===== src/rtl/mem_stage.sv =====
// Memory stage: drives a single-outstanding data-cache request, formats big-endian
// load/store lanes and registers the WB-side results plus the MEM->EXE bypass.
module mem_stage (
  input  logic        CLK,
  input  logic        RESET,
  input  logic [31:0] Instr1_IN,
  input  logic [31:0] Instr1_PC_IN,
  input  logic [31:0] ALU_result1_IN,
  input  logic [4:0]  WriteRegister1_IN,
  input  logic [31:0] MemWriteData1_IN,
  input  logic        RegWrite1_IN,
  input  logic [5:0]  ALU_Control1_IN,
  input  logic        MemRead1_IN,
  input  logic        MemWrite1_IN,
  input  logic        stall_IC,
  output logic        stall_MEM,
  output logic        dreq_valid,
  input  logic        dreq_ready,
  output logic        dreq_write,
  output logic [31:0] dreq_addr,
  output logic [31:0] dreq_wdata,
  output logic [3:0]  dreq_be,
  input  logic        dresp_valid,
  input  logic [31:0] dresp_rdata,
  output logic [31:0] Instr1_OUT,
  output logic [31:0] Instr1_PC_OUT,
  output logic [31:0] WriteData1_OUT,
  output logic [4:0]  WriteRegister1_OUT,
  output logic        RegWrite1_OUT,
  output logic        Misalign_OUT,
  output logic [4:0]  BypassReg1_MEMEXE,
  output logic [31:0] BypassData1_MEMEXE,
  output logic        BypassValid1_MEMEXE
);

  localparam logic [5:0] OP_LB  = 6'h20;
  localparam logic [5:0] OP_LH  = 6'h21;
  localparam logic [5:0] OP_LW  = 6'h23;
  localparam logic [5:0] OP_LBU = 6'h24;
  localparam logic [5:0] OP_LHU = 6'h25;
  localparam logic [5:0] OP_SB  = 6'h28;
  localparam logic [5:0] OP_SH  = 6'h29;
  localparam logic [5:0] OP_SW  = 6'h2B;

  typedef enum logic [1:0] {
    ST_IDLE = 2'd0,
    ST_WAIT = 2'd1,
    ST_HOLD = 2'd2
  } state_t;

  function automatic logic [31:0] load_fmt(input logic [5:0] op, input logic [1:0] k,
                                           input logic [31:0] rd);
    logic [7:0]  b;
    logic [15:0] h;
    case (k)
      2'd0:    b = rd[31:24];
      2'd1:    b = rd[23:16];
      2'd2:    b = rd[15:8];
      default: b = rd[7:0];
    endcase
    h = k[1] ? rd[15:0] : rd[31:16];
    case (op)
      OP_LB:   load_fmt = {{24{b[7]}}, b};
      OP_LBU:  load_fmt = {24'h000000, b};
      OP_LH:   load_fmt = {{16{h[15]}}, h};
      OP_LHU:  load_fmt = {16'h0000, h};
      default: load_fmt = rd;
    endcase
  endfunction

  function automatic logic [31:0] store_wdata(input logic [5:0] op, input logic [31:0] rt);
    case (op)
      OP_SB:   store_wdata = {4{rt[7:0]}};
      OP_SH:   store_wdata = {2{rt[15:0]}};
      default: store_wdata = rt;
    endcase
  endfunction

  function automatic logic [3:0] store_be(input logic [5:0] op, input logic [1:0] k);
    case (op)
      OP_SB:   store_be = 4'b1000 >> k;
      OP_SH:   store_be = k[1] ? 4'b0011 : 4'b1100;
      default: store_be = 4'b1111;
    endcase
  endfunction

  state_t      state_q, state_d;
  logic [31:0] buf_q, buf_d;
  logic [31:0] instr_q, instr_d, pc_q, pc_d, wdata_q, wdata_d;
  logic [4:0]  wreg_q, wreg_d;
  logic        regwr_q, regwr_d, misal_q, misal_d;

  logic        is_load, is_store, misal_raw;
  logic        memop, misalign, mem_go;
  logic [1:0]  lane;
  logic [31:0] load_data, mem_rdata;

  assign lane = ALU_result1_IN[1:0];

  // Opcode decode and alignment check
  always_comb begin
    is_load   = 1'b0;
    is_store  = 1'b0;
    misal_raw = 1'b0;
    case (ALU_Control1_IN)
      OP_LB, OP_LBU: is_load = 1'b1;
      OP_LH, OP_LHU: begin is_load = 1'b1; misal_raw = lane[0]; end
      OP_LW:         begin is_load = 1'b1; misal_raw = |lane; end
      OP_SB:         is_store = 1'b1;
      OP_SH:         begin is_store = 1'b1; misal_raw = lane[0]; end
      OP_SW:         begin is_store = 1'b1; misal_raw = |lane; end
      default:       begin is_load = 1'b0; is_store = 1'b0; misal_raw = 1'b0; end
    endcase
  end

  assign memop    = (MemRead1_IN | MemWrite1_IN) & (is_load | is_store);
  assign misalign = memop & misal_raw;
  assign mem_go   = memop & ~misalign;

  // Gating with RESET keeps the handshake quiet while reset is held even if EXE shows a memop.
  assign dreq_valid = RESET & (state_q == ST_IDLE) & mem_go;
  assign stall_MEM  = RESET & mem_go &
                      ~(((state_q == ST_WAIT) & dresp_valid & ~stall_IC) |
                        ((state_q == ST_HOLD) & ~stall_IC));
  assign dreq_write = MemWrite1_IN;
  assign dreq_addr  = {ALU_result1_IN[31:2], 2'b00};
  assign dreq_wdata = is_store ? store_wdata(ALU_Control1_IN, MemWriteData1_IN) : 32'h00000000;
  assign dreq_be    = is_store ? store_be(ALU_Control1_IN, lane) : 4'b1111;

  assign load_data = load_fmt(ALU_Control1_IN, lane, dresp_rdata);
  assign mem_rdata = (state_q == ST_HOLD) ? buf_q : load_data;

  // Next-state for the access FSM, the hold buffer and the WB registers
  always_comb begin
    state_d = state_q;
    buf_d   = buf_q;
    instr_d = instr_q;
    pc_d    = pc_q;
    wdata_d = wdata_q;
    wreg_d  = wreg_q;
    regwr_d = regwr_q;
    misal_d = misal_q;
    case (state_q)
      ST_IDLE: begin
        if (dreq_valid && dreq_ready) state_d = ST_WAIT;
        else                          state_d = ST_IDLE;
      end
      ST_WAIT: begin
        if (dresp_valid) begin
          if (stall_IC) begin
            state_d = ST_HOLD;
            buf_d   = load_data;
          end else begin
            state_d = ST_IDLE;
          end
        end else begin
          state_d = ST_WAIT;
        end
      end
      ST_HOLD: begin
        if (!stall_IC) state_d = ST_IDLE;
        else           state_d = ST_HOLD;
      end
      default: state_d = ST_IDLE;
    endcase

    if (stall_IC) begin
      instr_d = instr_q;
    end else if (stall_MEM) begin
      instr_d = 32'h00000000;
      regwr_d = 1'b0;
      misal_d = 1'b0;
    end else begin
      instr_d = Instr1_IN;
      pc_d    = Instr1_PC_IN;
      wreg_d  = WriteRegister1_IN;
      wdata_d = (mem_go && is_load) ? mem_rdata : ALU_result1_IN;
      regwr_d = RegWrite1_IN & ~(memop & is_store) & ~misalign;
      misal_d = misalign;
    end
  end

  // State and output registers
  always_ff @(posedge CLK or negedge RESET) begin
    if (!RESET) begin
      state_q <= ST_IDLE;
      buf_q   <= 32'h00000000;
      instr_q <= 32'h00000000;
      pc_q    <= 32'h00000000;
      wdata_q <= 32'h00000000;
      wreg_q  <= 5'd0;
      regwr_q <= 1'b0;
      misal_q <= 1'b0;
    end else begin
      state_q <= state_d;
      buf_q   <= buf_d;
      instr_q <= instr_d;
      pc_q    <= pc_d;
      wdata_q <= wdata_d;
      wreg_q  <= wreg_d;
      regwr_q <= regwr_d;
      misal_q <= misal_d;
    end
  end

  assign Instr1_OUT          = instr_q;
  assign Instr1_PC_OUT       = pc_q;
  assign WriteData1_OUT      = wdata_q;
  assign WriteRegister1_OUT  = wreg_q;
  assign RegWrite1_OUT       = regwr_q;
  assign Misalign_OUT        = misal_q;
  assign BypassReg1_MEMEXE   = wreg_q;
  assign BypassData1_MEMEXE  = wdata_q;
  assign BypassValid1_MEMEXE = regwr_q;

endmodule


===== config.mk =====
export PLATFORM = sky130hd
export DESIGN_NAME = mem_stage
export DESIGN_NICKNAME = d
export VERILOG_FILES = /design/src/rtl/mem_stage.sv
export SDC_FILE = /design/constraint.sdc
export NUM_CORES = 1
export LEC_CHECK = 0
export ABC_CLOCK_PERIOD_IN_PS = 3100
export BUFFER_PORTS_ARGS = -buffer_cell sky130_fd_sc_hd__buf_2
export CORE_AREA = 2 2 150 152
export CTS_BUF_LIST = sky130_fd_sc_hd__clkbuf_8
export DETAILED_ROUTE_END_ITERATION = 10
export DIE_AREA = 0 0 152 154
export PLACE_DENSITY = 0.68
export SLEW_MARGIN = 10
export SYNTH_ARGS = -nofsm -noshare
export SYNTH_HDL_FRONTEND = slang
export SYNTH_SLANG_ARGS = --single-unit

===== constraint.sdc =====
create_clock -name CLK -period 3.1 [get_ports CLK]
set_clock_uncertainty 0.2 [all_clocks]
set_input_delay 0.155 -clock CLK [delete_from_list [all_inputs] [get_ports CLK]]
set_output_delay 0.155 -clock CLK [all_outputs]
set_load 0.03 [all_outputs]

# Word level (Yosys, flattened, before mapping)
# Cells that the tools add are included.
# Widths: inputs -> output; s select.
# word_totals
ff_bits	137
# op_classes
eq_ne	12
n_shift	1
n_mux	20
bitwise_logic	21
n_reduce_logical	11
# ops
operator	count
$mux 32	4
$pmux 32 s4	1
$pmux 32 s2	1
$eq 6x6->1 const B	8
$pmux 8 s3	1
$mux 16	1
$and 1x1->1	13
$mux 4	2
$pmux 4 s2	1
$pmux 2 s3	1
$reduce_or 3->1	2
$mux 1	5
$not 1->1	5
$reduce_or 5->1	1
$eq 2x1->1 const B	2
$eq 2x2->1 const B	2
$logic_not 2->1	2
$mux 2	2
$reduce_or 2->1	2
$shr 4x2->4 const A	1
$or 1x1->1	3
$reduce_and 3->1	1
$logic_and 1x1->1	2
$pmux 1 s2	1
$reduce_and 2->1	1

# Logic depth before layout (Yosys ltp)
# logic_depth
word_depth	12
depth_mapped	9

# Worst setup path before layout
# OpenSTA, ideal clock, no wires.
# synth_path
kind	input-to-output
from	input port ALU_Control1_IN[0]
to	output port dreq_wdata[22]
arrival_time_ns	1.746
required_time_ns	2.745
path_slack_ns	0.999
stages	6
n_path_buf	2
cell_sequence	clkbuf_1 -> clkinv_1 -> nor2_1 -> clkbuf_1 -> a22oi_1 -> nor2_1
# synth_via
elab_chain_cells	4
elab_cells_between_ends	7
cone_classes	eq/ne: 3; mux: 3; reduce/logical: 1
# synth_lines
item	line_no	text
from (decl)	12	input logic [5:0] ALU_Control1_IN,
$eq 6x6->1 (on tied branches)	72, 105	
$reduce_or 3->1 (no line)	n/a	
$mux 1	105	case (ALU_Control1_IN)
$mux 32 *	127	assign dreq_wdata = is_store ? store_wdata(ALU_Control1_IN, MemWriteData1_IN) : 32'h00000000;
to (decl)	21	output logic [31:0] dreq_wdata,
# Every way passes the cells marked *; elsewhere a longest branch is shown, timed or not.

# Worst setup path in the final report
# layout_path
from	input port dresp_rdata[31]
to	register wdata_q[27], in the netlist BypassData1_MEMEXE[27]
# layout_via
elab_chain_cells	4
elab_cells_between_ends	5
cone_classes	mux: 5
# layout_lines
item	line_no	text
from (decl)	24	input logic [31:0] dresp_rdata,
$pmux 8 s3 / $mux 16 (equally long branches)	55, 61	
$pmux 32 s4 *	62	case (op)
$mux 32 *	131	assign mem_rdata = (state_q == ST_HOLD) ? buf_q : load_data;
$mux 32 *	177	wdata_d = (mem_go && is_load) ? mem_rdata : ALU_result1_IN;
to (signal assigned)	199	wdata_q <= wdata_d;
to (decl)	89	logic [31:0] instr_q, instr_d, pc_q, pc_d, wdata_q, wdata_d;
# Marked as above.
# A chain may end at the register's enable or synchronous reset.

==> flow_summary_export.csv <==
group,metric,value,unit
logic_synthesis,synth_cell_type_count,53,
placed_design,place_congestion,0.911,
logic_synthesis,synth-seq-cells,137,
pwr,seqPwrFrac,40.5,%
floorplanning,fp.dieW,152,um
logic_synthesis,async_reset_ff_share,100,%
clocking,hold_buffers,146,
critical_path,cp.required,3300,ps
clocking,clockBufferDepth,2,
critical_path,cp_slowest_cell,"dlygate4sd3_1",
clocking,postCtsSetupRepairBufs,0,
pwr,leakagePower,0.00568,uW
clocking,cts-root-buf,"clkbuf_8",
cells_and_area,drive_above_1_share,34.0,%
cells_and_area,final_common_cell,"buf_2",
logic_synthesis,synth_area_leader_cell,"dfrtp_1",
pwr,power,5340,uW
cells_and_area,mostFrequentLayoutCells,"buf_2 (387), nand2_1 (229), dlygate4sd3_1 (145)",
floorplanning,die_y,154,um
clocking,path_clk_slew,90,ps
global_route,grt_pass1_wl,45900,um
placed_design,detailed_place_hpwl,20800,um
pwr,p_comb_share,28.9,%
global_route,grt_antenna_before_repair,0,
clocking,htreeDepth,4,
pwr,intPower,3440,uW
timing,setup_ws,190,ps
critical_path,crit_type,"in2reg",
timing,finalSetupViolations,0,
timing,tightest_slew,947,ps
routing,viasPerCell,5.11,
timing,fin_crit_sh,93.9,%
critical_path,critPathMaxFanout,32,
timing,period_needed,2910,ps
clocking,ctsResizeCount,0,
logic_synthesis,yosysSeqAreaShare,44.6,%
routing,via_count,8378,
logic_synthesis,synth_area,0.00769,mm2
pwr,switching_power,1910,uW
global_route,grt_max_degree,65,
cells_and_area,area_growth_syn_to_layout,46.7,%
logic_synthesis,synth_top_area_share,44.6,%
global_route,grt-ovfl-total,0,
critical_path,crit_path_frequent_cell,"dlygate4sd3_1",
routing,wirelength,29400,um
critical_path,crit_chain,"dlygate4sd3_1 -> buf_2 -> mux2i_1 -> a22o_1 -> a2111oi_4 -> buf_4 -> o221ai_1 -> a31oi_1 -> dlygate4sd3_1",
job,max-cap-violations,0,
placed_design,pre_cts_ws,446,ps
floorplanning,io_pins,391,
timing,slew_violations,0,
timing,tns,0,ps
critical_path,slowest_delay,590,ps
floorplanning,initial_core_util,35.5,%
cells_and_area,antenna_cells,0,
routing,drt_first_pass_iters,5,
pwr,pwr-share-clk,30.6,%
critical_path,endpoint_kind,"register",
clocking,insertion_delay,450,ps
timing,hold_violations,0,
routing,drc,0,
cells_and_area,fin_nets,1526,
logic_synthesis,yosys_warnings,0,
logic_synthesis,yosys-top-cells-area,"dfrtp_1 (45%), nand2_1 (11%), buf_4 (6.9%), a21oi_1 (4.1%), o21ai_0 (4.1%)",
logic_synthesis,syn_avg_cell_area,8.40,um2
routing,postRouteAntennaNets,0,
pwr,cellPowerDensity,474,mW/mm2
logic_synthesis,synth_cells,915,
floorplanning,die-area,0.0234,mm2
routing,wire_per_inst,18.0,um
critical_path,worst_ep_arrival_time,3110,ps
floorplanning,core,0.0217,mm2
global_route,grt_pass1_vias,8320,
timing,clock.fmax,344,MHz
critical_path,crit_buf_inv,4,
routing,drt_iter0_markers,573,
clocking,cts_buffers,17,
pwr,ir_drop,0.182,mV
logic_synthesis,synth_edf_count,0,
placed_design,port_buffers,388,
clocking,tritoncts,"yes",
global_route,grt_use_total,24.6,%
timing,rsz0062_at_grt,"no",
pwr,swShare,35.7,%
timing,slew_headroom,36.9,%
min_path,min_path_type,"in2async",
clocking,clock_sinks,137,
critical_path,start_kind,"primary input",
cells_and_area,fill_cells,1972,
logic_synthesis,synth_flop_cell,"dfrtp_1",
run_status,status,"finished clean",
floorplanning,rows,54,
critical_path,cp_top_family,"buffers and inverters",
[cells in the mapped netlist, drive strengths merged (3+ instances only)]
cell and number:
and2 7, a21oi 63, a31oi 16, nand2 230
clkbuf 48, nor4 6, buf 96, a2111oi 9
nor2b 11, nor2 66, dfrtp 137, and3 9
o221ai 16, o31ai 11, a311oi 6, nor3 14
o21ai 64, a211o 7, inv 9, a221oi 8
nand3 3, o2111ai 4, nand2b 5, a22o 33
a22oi 8
[state kept, by name (all words and copies together), names as in the netlist]
name                 flops
buf_q                   32
BypassData1_MEMEXE      32
Instr1_PC_OUT           32
Misalign_OUT             1
Instr1_OUT              32
BypassValid1_MEMEXE      1
state_q                  2
BypassReg1_MEMEXE        5
[area by class of cell]
cell class	count	area, um2	area share [%]
flip-flops and latches	137	3430	30.4
clock inverters	15	200	1.78
well taps	280	350	3.11
inverters	11	41.3	0.366
clock buffers	17	234	2.08
repair buffers	556	3610	32.0
multi-input cells	624	3410	30.3
[per-stage QoR]
| step | hold slack, ps | instances | utilization [%] | instance area, um2 |
|---|---|---|---|---|
| 4_1_cts | 7.74 | 1640 | 52.0 | 11300 |
| 3_3_place_gp | -143 | 1462 | 43.2 | 9370 |
| 6_report | 43.4 | 1640 | 52.0 | 11300 |
| 3_5_place_dp | -139 | 1462 | 43.2 | 9370 |
| 5_1_grt | 21.3 | 1640 | 52.0 | 11300 |
| 2_1_floorplan | -341 | 916 | - | 7690 |
[logic make-up (layout without fill, tap and decap cells)]
kind of cell	count (synthesis)	count (layout)	share of synthesized area, %
AO/OA/AOI/OAI	255	255	23.1
buffers and inverters	155	599	11.6
flip-flops	137	137	44.6
multiplexers	3	3	0.553
other	1	2	0.0488
AND/OR/NAND/NOR	364	364	20.1
[routing by layer]
metal	vias to the layer above	track usage, %	wire [um]
met1	3924	30.2	12000
met3	52	4.43	1930
li1	3983	-	-
met2	419	43.7	14700
met4	0	8.41	746
met5	-	0	0
[power groups by stage]
stage | clock, uW | combinational (uW) | sequential [uW]
final | 1630 | 1550 | 2160
after global routing | 1740 | 1660 | 2190
after CTS | 1680 | 1540 | 2160
after detailed placement | 0 | 1380 | 2200
after global placement | 0 | 1370 | 2190
after floorplan | 0 | 676 | 2440
[worst paths after layout]
| check | from | endpoint | slack [ps] | cells after the start |
|---|---|---|---|---|
| worst min register to register | Instr1_PC_OUT[8] | Instr1_PC_OUT[8] | 270 | 2 |
| max in group asynchronous | RESET | Instr1_PC_OUT[19] | 1810 | 3 |
| worst max-delay path | dresp_rdata[31] | BypassData1_MEMEXE[27] | 190 | 9 |
| worst min-delay path | RESET | Instr1_PC_OUT[31] | 40 | 3 |
| min in group CLK | ALU_result1_IN[1] | BypassData1_MEMEXE[1] | 50 | 3 |
| worst max register to register | state_q[1] | BypassData1_MEMEXE[19] | 290 | 8 |
[tightest hold or removal path: stages]
cell           delay (ps)
dlygate4sd3_1         540
buf_6                 150
buf_12                200
Power figures use the tool's default switching activity.
